$ cat config.mk
export PLATFORM = sky130hd
export DESIGN_NAME = sha256_round_ctrl
export DESIGN_NICKNAME = d
export VERILOG_FILES = /design/src/rtl/sha256_round_ctrl.sv
export SDC_FILE = /design/constraint.sdc
export NUM_CORES = 1
export LEC_CHECK = 0
export ABC_AREA = 1
export CORE_AREA = 2 2 40 42
export CTS_CLUSTER_SIZE = 30
export DETAILED_ROUTE_END_ITERATION = 10
export DIE_AREA = 0 0 42 44
export GPL_ROUTABILITY_DRIVEN = 0
export PLACE_DENSITY_LB_ADDON = 0.25
export SLEW_MARGIN = 20
export SYNTH_ARGS = -nofsm -noshare
export SYNTH_HDL_FRONTEND = slang
export SYNTH_SLANG_ARGS = --single-unit
$ cat constraint.sdc
create_clock -name clk -period 1.3 [get_ports clk]
set_input_delay 0.26 -clock clk [delete_from_list [all_inputs] [get_ports clk]]
set_output_delay 0.26 -clock clk [all_outputs]
set_load 0.02 [all_outputs]
$ cat src/rtl/sha256_round_ctrl.sv
// SHA-256 per-block round controller: sequences IV load, working-variable init,
// ROUNDS compression rounds, hash update and a done pulse. Optional stall: SHA256_ROUND_CTRL_STALL_EN.
module sha256_round_ctrl #(
  parameter int unsigned ROUNDS = 64
) (
  input  logic       clk,
  input  logic       rst,
  input  logic       start,
  input  logic       first_blk,
`ifdef SHA256_ROUND_CTRL_STALL_EN
  input  logic       w_valid,
`endif
  output logic       ready,
  output logic [5:0] w_cnt,
  output logic       load_iv,
  output logic       init_wv,
  output logic       round_en,
  output logic       msg_sel,
  output logic       update_hv,
  output logic       done
);

  typedef enum logic [2:0] {
    S_IDLE,
    S_INIT,
    S_ROUND,
    S_UPDATE,
    S_DONE
  } state_e;

  localparam logic [5:0] LAST_RND = 6'(ROUNDS - 1);

  state_e     state_q, state_d;
  logic [5:0] w_cnt_q, w_cnt_d;
  logic       first_q, first_d;
  logic       w_ok;

`ifdef SHA256_ROUND_CTRL_STALL_EN
  assign w_ok = w_valid;
`else
  assign w_ok = 1'b1;
`endif

  always_ff @(posedge clk) begin
    if (rst) begin
      state_q <= S_IDLE;
      w_cnt_q <= '0;
      first_q <= 1'b0;
    end else begin
      state_q <= state_d;
      w_cnt_q <= w_cnt_d;
      first_q <= first_d;
    end
  end

  always_comb begin
    state_d   = state_q;
    w_cnt_d   = w_cnt_q;
    first_d   = first_q;
    ready     = 1'b0;
    load_iv   = 1'b0;
    init_wv   = 1'b0;
    round_en  = 1'b0;
    update_hv = 1'b0;
    done      = 1'b0;
    msg_sel   = (state_q == S_ROUND) && (w_cnt_q < 6'd16);
    unique case (state_q)
      S_IDLE: begin
        ready = 1'b1;
        if (start) begin
          state_d = S_INIT;
          first_d = first_blk;
          w_cnt_d = '0;
        end
      end
      S_INIT: begin
        init_wv = 1'b1;
        load_iv = first_q;
        state_d = S_ROUND;
      end
      S_ROUND: begin
        // Only message-word rounds can stall; w_cnt saturates at the last round.
        if (!msg_sel || w_ok) begin
          round_en = 1'b1;
          if (w_cnt_q == LAST_RND) state_d = S_UPDATE;
          else                     w_cnt_d = w_cnt_q + 6'd1;
        end
      end
      S_UPDATE: begin
        update_hv = 1'b1;
        state_d   = S_DONE;
      end
      S_DONE: begin
        done    = 1'b1;
        state_d = S_IDLE;
      end
      default: state_d = S_IDLE;
    endcase
  end

  assign w_cnt = w_cnt_q;

endmodule

==> summary.txt <==
Worst Path Arrival -> 1180 ps
IO Pins -> 17
Net Count, Synth -> 82
Finish-stage setup viols -> 7
Clk_skew -> 2.25 ps
Antenna violations before repair -> 0
Final ANT Viol Nets -> 0
Critical path endpoint category -> output port
CTS Buffer Depth -> 2
CP dominant cell by count -> inv_4
Die X -> 42 um
CTS clock-pin slew for the worst setup and hold paths -> 70 ps
Vias/cell -> 5.01
DRC Markers -> 0
Ant. Diodes -> 0
Critical R2R Launch -> state_q[2]
# H-tree levels -> 1
Root Driver -> clkbuf_4
Later-pin clock latency in the skew report -> 270 ps
Crit Path Class -> reg -> out
Hold slack final -> 474 ps
DRT Pass-1 Iters -> 4
Initial DRC Count -> 8
Layout Area Growth over Synthesis -> 81.2%
Register area share after synthesis -> 34.3%
FMAX -> 696 MHz
First-pass GRT wire length -> 2.53 mm
Vias in the first global route -> 585
Top cells by area, synth -> dfxtp_1 (34%), nand2_4 (7.7%), nand2_1 (7.1%), nand3_1 (6.9%), inv_1 (4.5%)
Slowest Stage Delay on Critical Path -> 370 ps
Starting Density -> 41.2%
Hold buffers post-CTS -> 0
Finished Layout Cells -> 130
CP Cell Sequence -> inv_4 -> nand2_4 -> nor2_8 -> inv_4 -> nor3_4 -> buf_6
Pwr dens -> 1230 nW/um2
Aggregate global routing overflow -> 0
Largest net degree at the start of global routing -> 8
I/O Buffers -> 16
VDD IR-drop max -> 0.971 mV
Gr usage total -> 18.7%
Outcome -> finished, violations left
Nets -> 120
Die height -> 44 um
Min Tclk post-route -> 1440 ps
Leakage -> 0.490 nW
Final Cell Area -> 1060 um2
Top-count cell post-synth -> nand2_1
Syn Area/Cell -> 7.59 um2
Largest area contributor in the netlist -> dfxtp_1
Crit-path max FO -> 3
Crit path launch type -> flop
Relative slew slack -> 75.7%
Setup WS post-layout -> -136 ps
Routed WL -> 1.57 mm
Number of flops mapped to enable cells by yosys -> 0
Final hold vios -> 0
Critical-path top delay cell -> dfxtp_4
Most used DFF post-synth -> dfxtp_1
CP Data Required Time -> 1040 ps
Slew Limit Fails -> 0
Syn. warnings -> 0
CP delay by family, top -> flip-flops
Die Area -> 1850 um2
CP Launch Point -> state_q[2]
Placed instance area -> 883 um2
DP HPWL -> 1.03 mm
#FFs+latches synth -> 10
Inst Count DP -> 122
Buf/Inv on CP -> 3
DR vias -> 651
Worst hold start -> first_q
CTS tree -> built
Rows -> 14
Core ar. -> 1420 um2
Fin Setup TNS -> -600 ps
Top-area cell type share of the netlist area -> 34.3%
Slew @ Worst Pin -> 363 ps
Failing checks -> negative setup slack
Post-synth design cell area -> 584 um2
RSZ-0062 raised after global routing -> true
Clock sink total -> 10
Max_cap viols -> 0
Post-synthesis instance total -> 77
Period utilization -> 110%
DR WL/cell -> 12.1 um
Yosys cell types -> 23
Synth cell count leaders -> nand2_1 (11), dfxtp_1 (10), nand3_1 (8), inv_1 (7)
Post-synth ARST share -> 0%
Type of the most critical hold path -> reg -> reg
Share of cells above drive strength 1 -> 54.4%
Num CTS Buffers -> 3
flip-flops by register name, summed over array words and instances (netlist names):
register	flops
w_cnt	6
state_q	3
first_q	1
power by group:
group | switching [mW] | internal, mW | leakage, nW
sequential | 0.0467 | 0.348 | 0.0849
clock | 0.125 | 0.170 | 0.0210
combinational | 0.327 | 0.286 | 0.385
total | 0.499 | 0.805 | 0.490
placed cells by master, fill, tap and decap left out, drive strengths merged:
| master | netlist | final |
|---|---|---|
| dfxtp | 10 | 10 |
| dlygate4sd2 | 0 | 6 |
| nand3b | 1 | 1 |
| nor4 | 1 | 1 |
| ha | 1 | 1 |
| inv | 11 | 11 |
| o21bai | 1 | 1 |
| or2 | 1 | 1 |
| nor2 | 8 | 8 |
| o21ai | 3 | 3 |
| a21boi | 1 | 1 |
| nand4 | 1 | 1 |
| clkdlybuf4s50 | 0 | 3 |
| nand2 | 18 | 19 |
| nor3 | 5 | 5 |
| nand3 | 8 | 8 |
| clkbuf | 0 | 4 |
| a21oi | 7 | 7 |
| buf | 0 | 23 |
worst min-delay path: stages, from the launching register on:
cell     delay [ps]
dfxtp_1         300
inv_1            70
a21oi_1          60
worst paths after layout:
check                           cells after the start  slack (ps)        to
worst max-delay path                                6        -140   msg_sel
worst min-delay path                                2         470   first_q
worst max register to register                     10          10  w_cnt[0]
worst min register to register                      2         470   first_q
layer usage:
layer	part of all wire, %	global-route usage [%]	wire length (um)
met1	44	21.6	695
met2	48	31.6	758
met3	4.7	4.17	74
met4	2.7	11.6	42
met5	0	0	0
stage by stage:
step | setup WS, ps | total power [mW] | utilization (%)
after floorplan | -10.2 | 0.664 | -
after global placement | -312 | 0.876 | 62.3
after detailed placement | -329 | 0.883 | 62.3
after CTS | -243 | 1.27 | 70.8
after global routing | -189 | 1.37 | 74.6
final | -136 | 1.30 | 74.6
cell families after synthesis:
kind of cell	synth area share (%)
simple gates	43.7
fa+ha+maj	2.14
compound gates	12.4
flops	34.3
buf+inv	7.50
cell type report:
class	instances	area [um2]
Tap cell	16	20.0
Inverter	11	48.8
Multi-Input combinational cell	57	450
Clock buffer	4	36.3
Sequential cell	10	216
Timing Repair Buffer	32	287
Fill cell	113	360
timing repair:
item / 4_1_cts / 5_1_grt
resized for setup: 59 / 21
setup endpoints to repair: 15 / 17
pin swaps: 7 / 7
buffers inserted: 4 / 2
gates cloned: 1 / 0
No activity file was read; power rests on OpenSTA's default activity.
